`src/rtl/alu_seq.sv`:
```
// alu_seq: registered multi-cycle ALU with a START/BUSY/DONE handshake.
// Single-cycle legacy opcodes 0..15 complete in one edge. MUL (16) runs a
// shift-add loop for WIDTH cycles. DIV (17) runs a restoring divider for
// WIDTH cycles and is compiled only when ALU_SEQ_DIV_EN is defined;
// otherwise SEL=17 is treated as a reserved opcode.
module alu_seq #(
    parameter int unsigned WIDTH = 8
) (
    input  logic             clk,
    input  logic             rst_n,
    input  logic             start_i,
    input  logic [4:0]       sel_i,
    input  logic [WIDTH-1:0] a_i,
    input  logic [WIDTH-1:0] b_i,
    input  logic             cin_i,
    output logic             busy_o,
    output logic             done_o,
    output logic [WIDTH-1:0] result_o,
    output logic [WIDTH-1:0] result_hi_o,
    output logic             c_o,
    output logic             z_o
);

    localparam int unsigned CW = $clog2(WIDTH) + 1;
    localparam int unsigned W1 = WIDTH + 1;

    localparam logic [0:0] S_IDLE = 1'b0;
    localparam logic [0:0] S_RUN  = 1'b1;

    localparam logic [4:0] OP_ADD  = 5'd0;
    localparam logic [4:0] OP_ADDC = 5'd1;
    localparam logic [4:0] OP_SUB  = 5'd2;
    localparam logic [4:0] OP_SUBC = 5'd3;
    localparam logic [4:0] OP_CMP  = 5'd4;
    localparam logic [4:0] OP_AND  = 5'd5;
    localparam logic [4:0] OP_OR   = 5'd6;
    localparam logic [4:0] OP_XOR  = 5'd7;
    localparam logic [4:0] OP_TEST = 5'd8;
    localparam logic [4:0] OP_LSL  = 5'd9;
    localparam logic [4:0] OP_LSR  = 5'd10;
    localparam logic [4:0] OP_ROL  = 5'd11;
    localparam logic [4:0] OP_ROR  = 5'd12;
    localparam logic [4:0] OP_ASR  = 5'd13;
    localparam logic [4:0] OP_MOV  = 5'd14;
    localparam logic [4:0] OP_MUL  = 5'd16;
`ifdef ALU_SEQ_DIV_EN
    localparam logic [4:0] OP_DIV  = 5'd17;
`endif

    logic [0:0]       state_q, state_d;
    logic             busy_q, busy_d;
    logic             done_q, done_d;
    logic [WIDTH-1:0] result_q, result_d;
    logic [WIDTH-1:0] result_hi_q, result_hi_d;
    logic             c_q, c_d;
    logic             z_q, z_d;
    logic [CW-1:0]    cnt_q, cnt_d;
    logic [WIDTH-1:0] hi_q, hi_d;
    logic [WIDTH-1:0] lo_q, lo_d;
    logic [WIDTH-1:0] opb_q, opb_d;
`ifdef ALU_SEQ_DIV_EN
    logic             is_div_q, is_div_d;
`endif

    logic [WIDTH:0]   sum;
    logic [WIDTH-1:0] sc_res;
    logic [WIDTH-1:0] sc_hi;
    logic             sc_c;
    logic             sc_keep_c;
    logic             sc_iter;

    logic [WIDTH:0]   madd;
    logic [WIDTH-1:0] it_hi;
    logic [WIDTH-1:0] it_lo;
`ifdef ALU_SEQ_DIV_EN
    logic [WIDTH:0]   dshift;
`endif

    // Single-cycle opcode decode and evaluation
    always_comb begin
        sum       = '0;
        sc_res    = '0;
        sc_hi     = '0;
        sc_c      = 1'b0;
        sc_keep_c = 1'b0;
        sc_iter   = 1'b0;
        case (sel_i)
            OP_ADD: begin
                sum    = {1'b0, a_i} + {1'b0, b_i};
                sc_res = sum[WIDTH-1:0];
                sc_c   = sum[WIDTH];
            end
            OP_ADDC: begin
                sum    = {1'b0, a_i} + {1'b0, b_i} + W1'(cin_i);
                sc_res = sum[WIDTH-1:0];
                sc_c   = sum[WIDTH];
            end
            OP_SUB, OP_CMP: begin
                sum    = {1'b0, a_i} - {1'b0, b_i};
                sc_res = sum[WIDTH-1:0];
                sc_c   = sum[WIDTH];
            end
            OP_SUBC: begin
                sum    = {1'b0, a_i} - {1'b0, b_i} - W1'(cin_i);
                sc_res = sum[WIDTH-1:0];
                sc_c   = sum[WIDTH];
            end
            OP_AND, OP_TEST: sc_res = a_i & b_i;
            OP_OR:           sc_res = a_i | b_i;
            OP_XOR:          sc_res = a_i ^ b_i;
            OP_LSL: {sc_c, sc_res} = {a_i, cin_i};
            OP_LSR: begin
                sc_c   = a_i[0];
                sc_res = {cin_i, a_i[WIDTH-1:1]};
            end
            OP_ROL: begin
                sc_c   = a_i[WIDTH-1];
                sc_res = {a_i[WIDTH-2:0], a_i[WIDTH-1]};
            end
            OP_ROR: begin
                sc_c   = a_i[0];
                sc_res = {a_i[0], a_i[WIDTH-1:1]};
            end
            OP_ASR: begin
                sc_c   = a_i[0];
                sc_res = {a_i[WIDTH-1], a_i[WIDTH-1:1]};
            end
            OP_MOV: begin
                sc_res    = a_i;
                sc_keep_c = 1'b1;
            end
            OP_MUL: sc_iter = 1'b1;
`ifdef ALU_SEQ_DIV_EN
            OP_DIV: begin
                if (b_i == '0) begin
                    // Divide by zero finishes immediately with a saturated quotient
                    sc_res = '1;
                    sc_hi  = a_i;
                    sc_c   = 1'b1;
                end else begin
                    sc_iter = 1'b1;
                end
            end
`endif
            default: ;
        endcase
    end

    // One shift-add (or restoring-divide) step on the working registers
    always_comb begin
        madd  = {1'b0, hi_q} + (lo_q[0] ? {1'b0, opb_q} : '0);
        it_hi = madd[WIDTH:1];
        it_lo = {madd[0], lo_q[WIDTH-1:1]};
`ifdef ALU_SEQ_DIV_EN
        dshift = {hi_q, lo_q[WIDTH-1]};
        if (is_div_q) begin
            if (dshift >= {1'b0, opb_q}) begin
                it_hi = WIDTH'(dshift - {1'b0, opb_q});
                it_lo = {lo_q[WIDTH-2:0], 1'b1};
            end else begin
                it_hi = dshift[WIDTH-1:0];
                it_lo = {lo_q[WIDTH-2:0], 1'b0};
            end
        end
`endif
    end

    // Next-state and registered-output logic
    always_comb begin
        state_d     = state_q;
        busy_d      = busy_q;
        done_d      = 1'b0;
        result_d    = result_q;
        result_hi_d = result_hi_q;
        c_d         = c_q;
        z_d         = z_q;
        cnt_d       = cnt_q;
        hi_d        = hi_q;
        lo_d        = lo_q;
        opb_d       = opb_q;
`ifdef ALU_SEQ_DIV_EN
        is_div_d    = is_div_q;
`endif
        if (state_q == S_RUN) begin
            hi_d  = it_hi;
            lo_d  = it_lo;
            cnt_d = cnt_q + CW'(1);
            if (cnt_q == CW'(WIDTH - 1)) begin
                state_d     = S_IDLE;
                busy_d      = 1'b0;
                done_d      = 1'b1;
                result_d    = it_lo;
                result_hi_d = it_hi;
                c_d         = |it_hi;
                z_d         = ~|{it_hi, it_lo};
`ifdef ALU_SEQ_DIV_EN
                if (is_div_q) begin
                    c_d = 1'b0;
                    z_d = ~|it_lo;
                end
`endif
            end
        end else if (start_i) begin
            if (sc_iter) begin
                state_d = S_RUN;
                busy_d  = 1'b1;
                cnt_d   = '0;
                hi_d    = '0;
                lo_d    = a_i;
                opb_d   = b_i;
`ifdef ALU_SEQ_DIV_EN
                is_div_d = sel_i[0];
`endif
            end else begin
                done_d      = 1'b1;
                result_d    = sc_res;
                result_hi_d = sc_hi;
                c_d         = sc_keep_c ? c_q : sc_c;
                z_d         = ~|sc_res;
            end
        end
    end

    // State and datapath registers, cleared asynchronously
    always_ff @(posedge clk or negedge rst_n) begin
        if (!rst_n) begin
            state_q     <= S_IDLE;
            busy_q      <= 1'b0;
            done_q      <= 1'b0;
            result_q    <= '0;
            result_hi_q <= '0;
            c_q         <= 1'b0;
            z_q         <= 1'b0;
            cnt_q       <= '0;
            hi_q        <= '0;
            lo_q        <= '0;
            opb_q       <= '0;
`ifdef ALU_SEQ_DIV_EN
            is_div_q    <= 1'b0;
`endif
        end else begin
            state_q     <= state_d;
            busy_q      <= busy_d;
            done_q      <= done_d;
            result_q    <= result_d;
            result_hi_q <= result_hi_d;
            c_q         <= c_d;
            z_q         <= z_d;
            cnt_q       <= cnt_d;
            hi_q        <= hi_d;
            lo_q        <= lo_d;
            opb_q       <= opb_d;
`ifdef ALU_SEQ_DIV_EN
            is_div_q    <= is_div_d;
`endif
        end
    end

    assign busy_o      = busy_q;
    assign done_o      = done_q;
    assign result_o    = result_q;
    assign result_hi_o = result_hi_q;
    assign c_o         = c_q;
    assign z_o         = z_q;

endmodule

```
`config.mk`:
```
export PLATFORM = sky130hd
export DESIGN_NAME = alu_seq
export DESIGN_NICKNAME = d
export VERILOG_FILES = /design/src/rtl/alu_seq.sv
export SDC_FILE = /design/constraint.sdc
export NUM_CORES = 1
export LEC_CHECK = 0
export CELL_PAD_IN_SITES_DETAIL_PLACEMENT = 1
export CELL_PAD_IN_SITES_GLOBAL_PLACEMENT = 1
export CORE_MARGIN = 2
export CORE_UTILIZATION = 41
export DETAILED_ROUTE_END_ITERATION = 12
export HOLD_SLACK_MARGIN = 0.15
export PLACE_DENSITY_LB_ADDON = 0.1
export SLEW_MARGIN = 20
export SYNTH_ARGS = -nofsm -noshare
export SYNTH_HDL_FRONTEND = slang
export SYNTH_SLANG_ARGS = --single-unit
```
`constraint.sdc`:
```
create_clock -name clk -period 3.3 [get_ports clk]
set_clock_uncertainty 0.05 [all_clocks]
set_input_delay 0.495 -clock clk [delete_from_list [all_inputs] [get_ports clk]]
set_output_delay 0.495 -clock clk [all_outputs]
set_load 0.05 [all_outputs]
```
**Yosys cells after proc, flatten, opt, wreduce, memory -nomap -nowiden**

Index checks and enable logic that the tools add are counted.

- Word-level logic and storage cells: 100
- Output and inout port bits: 20
- Register bits: 49
- Input bits: 25

- Equal/unequal tests: 19
- $add $sub $neg: 6
- Reductions and logical operators: 17
- Bitwise logic cells: 4
- Mux-type cells: 43

Operator list:

| cell | count |
|---|---|
| $mux 8 | 15 |
| $pmux 8 s13 | 1 |
| $eq 5x4->1 const B | 7 |
| $mux 1 | 23 |
| $eq 5x3->1 const B | 4 |
| $add 8x8->9 | 2 |
| $reduce_or 16->1 | 1 |
| $reduce_or 8->1 | 2 |
| $mux 4 | 3 |
| $eq 5x2->1 const B | 2 |
| $add 9x1->9 | 1 |
| $reduce_and 3->1 | 3 |
| $sub 8x8->9 | 1 |
| $sub 9x1->9 | 1 |
| $and 8x8->8 | 1 |
| $or 8x8->8 | 1 |
| $xor 8x8->8 | 1 |
| $pmux 1 s6 | 1 |
| $reduce_or 2->1 | 3 |
| $eq 5x1->1 const B | 1 |
| $eq 5x5->1 const B | 1 |
| $logic_not 5->1 | 1 |
| $add 4x1->4 const B | 1 |
| $eq 4x3->1 const B | 1 |
| 8 further kinds | 11 |

**Depth between registers and ports, before layout**

- Word-level depth: 8
- Gate-level depth with buffers: 12

**Worst setup path before layout**

OpenSTA, ideal clock, no wires.

- Path type: input to register
- From: in a_i[0]
- To: reg result_q[7], in the netlist result_o[7]
- Data arrival time: 2992 ps
- Setup time: 123 ps
- Data required time: 3127 ps
- Setup slack: 135 ps
- Stages: 11
- Buffers on the path: 0
- Path through: inv_1 > ha_1 > fa_1 > nor3_2 > o311ai_0 > a211oi_4 > nand2_2 > o21ai_2 > a21oi_1 > or4_4 > o221a_1

- Word-level cells in the longest chain between the ends: 6
- Elaborated cells between the ends (all ways): 8
- Those cells by class: 4 x add/sub; 4 x mux

Ends and longest elaborated chain:

| what | line | text |
|---|---|---|
| start: declaration | 13 | `input logic [WIDTH-1:0] a_i,` |
| $sub 8x8->9 or $add 8x8->9 (tied branches) | - |  |
| $sub 9x1->9 or $add 9x1->9 (tied branches) | 104, 94 |  |
| $pmux 8 s13 * | 87 | `case (sel_i)` |
| $mux 8 * | 204 | `if (sc_iter) begin` |
| $mux 8 * | 203 | `end else if (start_i) begin` |
| $mux 8 * | 184 | `if (state_q == S_RUN) begin` |
| end signal: assignment | 245 | `result_q <= result_d;` |
| end: declaration | 53 | `logic [WIDTH-1:0] result_q, result_d;` |

Every way passes the cells marked *; elsewhere a longest branch is shown, timed or not. The select of a mux whose other input is x is not followed.
A chain may end at the register's enable or synchronous reset.

**Worst setup path in the final report**

- From: reg lo_q[0]
- To: reg c_q, in the netlist c_o

- Word-level cells in the longest chain between the ends: 5

Ends and longest elaborated chain:

| what | line | text |
|---|---|---|
| start: declaration | 59 | `logic [WIDTH-1:0] lo_q, lo_d;` |
| start signal: assignment | 251 | `lo_q <= lo_d;` |
| $mux 8 | 151 | `madd = {1'b0, hi_q} + (lo_q[0] ? {1'b0, opb_q} : '0);` |
| $add 8x8->9 | 151 |  |
| $reduce_or 8->1 | 194 | `c_d = \|it_hi;` |
| $mux 1 | 188 | `if (cnt_q == CW'(WIDTH - 1)) begin` |
| $mux 1 | 184 |  |
| end signal: assignment | 232 | `c_q <= 1'b0;` |
| end signal: assignment | 247 | `c_q <= c_d;` |
| end: declaration | 55 | `logic c_q, c_d;` |

Every way passes these cells. The select of a mux whose other input is x is not followed.

==> impl_metrics.json <==
{
  "ys_ff_latch": 49,
  "grt_usage_pct": 29.5,
  "worstSetupPathType": "register to register",
  "rows": 38,
  "design.die.area_mm2": 0.0117,
  "drt_iter0_markers": 229,
  "io_pins": 45,
  "cellPowerDensity_mw_per_mm2": 559,
  "cts_buffers": 5,
  "power.leakage_nw": 2.83,
  "ys_types": 88,
  "wl_per_cell_um": 20.2,
  "syn_to_final_growth_pct": 36.8,
  "setup_violations": 0,
  "total_power_mw": 3.41,
  "cts_root_buf": "clkbuf_8",
  "yosysSeqAreaShare_pct": 27.5,
  "slew_headroom_pct": 42.5,
  "grt_max_degree": 50,
  "avgSynthCellArea_um2": 8.25,
  "hold_violations": 0,
  "io_buffers": 44,
  "path_clk_slew_ns": 0.08,
  "outcome": "complete, no violations",
  "vias": 4706,
  "ant_nets": 0,
  "cts_tree": "yes",
  "grt_pass1_wl_um": 26400,
  "nets": 756,
  "synth_cells": 541,
  "hpwl_um": 13800,
  "clock_path_buffers": 2,
  "dp.cells": 817,
  "fin_cells": 831,
  "cap_violations": 0,
  "min_path_type": "input port to asynchronous set/reset pin",
  "die_h_um": 108,
  "cts_max_level": 2,
  "yosys_most_used_dff": "dfrtp_1",
  "fin_crit_sh_pct": 97.8,
  "overflow": 0,
  "drc": 0,
  "dr.pass1.iters": 4,
  "clk_latency_ns": 0.30,
  "vias_per_cell": 5.66,
  "core_area_mm2": 0.0107,
  "drive_above_1_share_pct": 26.2,
  "fmax_mhz": 310,
  "path_max_fanout": 4,
  "drv_slew": 0,
  "ir_drop_v": 0.000399,
  "setup_tns_ns": 0,
  "cp-end-kind": "register",
  "cts-hold-fix-buffers": 0,
  "rsz0062_at_grt": "true",
  "synth_fp_nets": 606,
  "critPathArrivalTime_ns": 3.37,
  "grt_pass1_vias": 5005,
  "post-route-min-period_ns": 3.23,
  "clkSinkCount": 49,
  "synth_edf_count": 0,
  "required_ns": 3.45,
  "critPathLaunchType": "register",
  "antenna_found_initial": 2,
  "fp.dieW_um": 108,
  "syn-cell-area_mm2": 0.00446,
  "drt-total-wl_um": 16800,
  "synthArstFlopShare_pct": 100,
  "gp_routability_congestion": 0.911,
  "ys_warn_count": 0,
  "max_slew.worst_pin.slew_ns": 0.852,
  "start_util_pct": 41.5
}
==> where the power goes <==
part | switching [mW] | internal (mW)
logic | 1.23 | 0.849
registers | 0.172 | 0.827
clock network | 0.190 | 0.140
total | 1.60 | 1.82
==> worst max-delay path, cell delays in order, from the launching register on <==
cell     delay [ns]
dfrtp_1        0.45
and2_1         0.17
ha_1           0.21
fa_1           0.42
a21o_1         0.19
a21oi_2        0.19
xnor2_1        0.10
or4_1          0.49
nor4_2         0.25
buf_4          0.18
nand2_1        0.06
a221o_1        0.35
==> registers in the layout, summed over array words and instances (netlist names) <==
| signal | count |
|---|---|
| result_o | 8 |
| cnt_q | 4 |
| done_o | 1 |
| c_o | 1 |
| opb_q | 8 |
| busy_o | 1 |
| result_hi_o | 8 |
| hi_q | 8 |
| lo_q | 8 |
| z_o | 1 |
| state_q | 1 |
==> metal layers <==
layer | GRT usage (%) | share of wire [%] | wire length [µm]
met5 | 0 | 0 | 0
met1 | 34.8 | 41 | 6940
met2 | 52.5 | 49 | 8290
met4 | 14.9 | 5.0 | 837
met3 | 3.92 | 4.3 | 722
==> cells in the mapped netlist, types with 8 or more instances <==
| cell | n | area (µm²) |
|---|---|---|
| xnor2_1 | 15 | 131 |
| clkbuf_1 | 14 | 52.6 |
| inv_1 | 30 | 113 |
| nand3_1 | 15 | 75.1 |
| o211ai_1 | 8 | 60.1 |
| a21oi_1 | 32 | 160 |
| o21ai_0 | 29 | 145 |
| and2_1 | 11 | 68.8 |
| ha_1 | 37 | 463 |
| a22o_1 | 8 | 70.1 |
| dfrtp_1 | 49 | 1230 |
| nand2_1 | 68 | 255 |
| nor3_1 | 17 | 85.1 |
| nor2_1 | 50 | 188 |
==> stage by stage <==
stage / util, % / hold slack [ns] / cell area, µm² / worst slack [ns]
after floorplan: - / 0.149 / 4460 / 0.135
after global placement: 54.1 / 0.398 / 5810 / -0.457
after detailed placement: 54.1 / 0.408 / 5810 / -0.553
after CTS: 56.3 / 0.377 / 6050 / 0.0146
after global routing: 56.8 / 0.181 / 6100 / -0.0361
final: 56.8 / 0.157 / 6110 / 0.0715
==> final cells by class <==
| class | instances | area, µm² |
|---|---|---|
| well taps | 140 | 175 |
| repair buffers | 167 | 1380 |
| flip-flops and latches | 49 | 1230 |
| diodes | 1 | 2.50 |
| multi-input cells | 436 | 3130 |
| fillers | 1344 | 4640 |
| inverters | 32 | 120 |
| clock inverters | 1 | 5.00 |
| clock buffers | 5 | 68.8 |
==> final timing paths <==
kind	cells past startpoint	slack [ns]	end	start
setup reg to reg	11	0.07	c_o	lo_q[0]
min in group clk	2	0.43	result_hi_o[7]	result_hi_o[7]
hold reg to reg	2	0.43	result_hi_o[7]	result_hi_o[7]
setup / recovery	11	0.07	c_o	lo_q[0]
max in group asynchronous	1	2.61	hi_q[6]	rst_n
hold / removal	1	0.16	result_o[0]	rst_n
==> kinds of logic (layout without fill, tap and decap cells) <==
| family | after synthesis | count (layout) | share of synthesized area (%) |
|---|---|---|---|
| buffers and inverters | 56 | 205 | 5.66 |
| flip-flops | 49 | 49 | 27.5 |
| AO/OA/AOI/OAI | 152 | 152 | 24.7 |
| other | 0 | 1 | 0 |
| XOR/XNOR | 24 | 24 | 5.30 |
| AND/OR/NAND/NOR | 218 | 218 | 24.7 |
| multiplexers | 2 | 2 | 0.477 |
| adder cells (fa/ha/maj) | 40 | 40 | 11.7 |
==> what timing repair did <==
| action | 4_1_cts | 5_1_grt |
|---|---|---|
| gates cloned | 0 | 0 |
| endpoints found under the setup margin | 7 | 5 |
| gates resized for setup | 29 | 12 |
| buffers inserted | 4 | 3 |
| pin swaps | 8 | 7 |
==> layout by cell type (no fill, tap or decap), drive strengths merged, types with 8 or more instances in the layout <==
cell / Yosys / routed
a211oi: 10 / 10
a21oi: 33 / 33
a22o: 8 / 8
and2: 12 / 12
buf: 10 / 124
clkdlybuf4s50: 0 / 36
dfrtp: 49 / 49
ha: 37 / 37
inv: 32 / 32
nand2: 69 / 69
nand3: 15 / 15
nor2: 50 / 50
nor3: 18 / 18
o211ai: 8 / 8
o21ai: 33 / 33
xnor2: 17 / 17
Note: power is estimated with default switching activity, not from simulation.
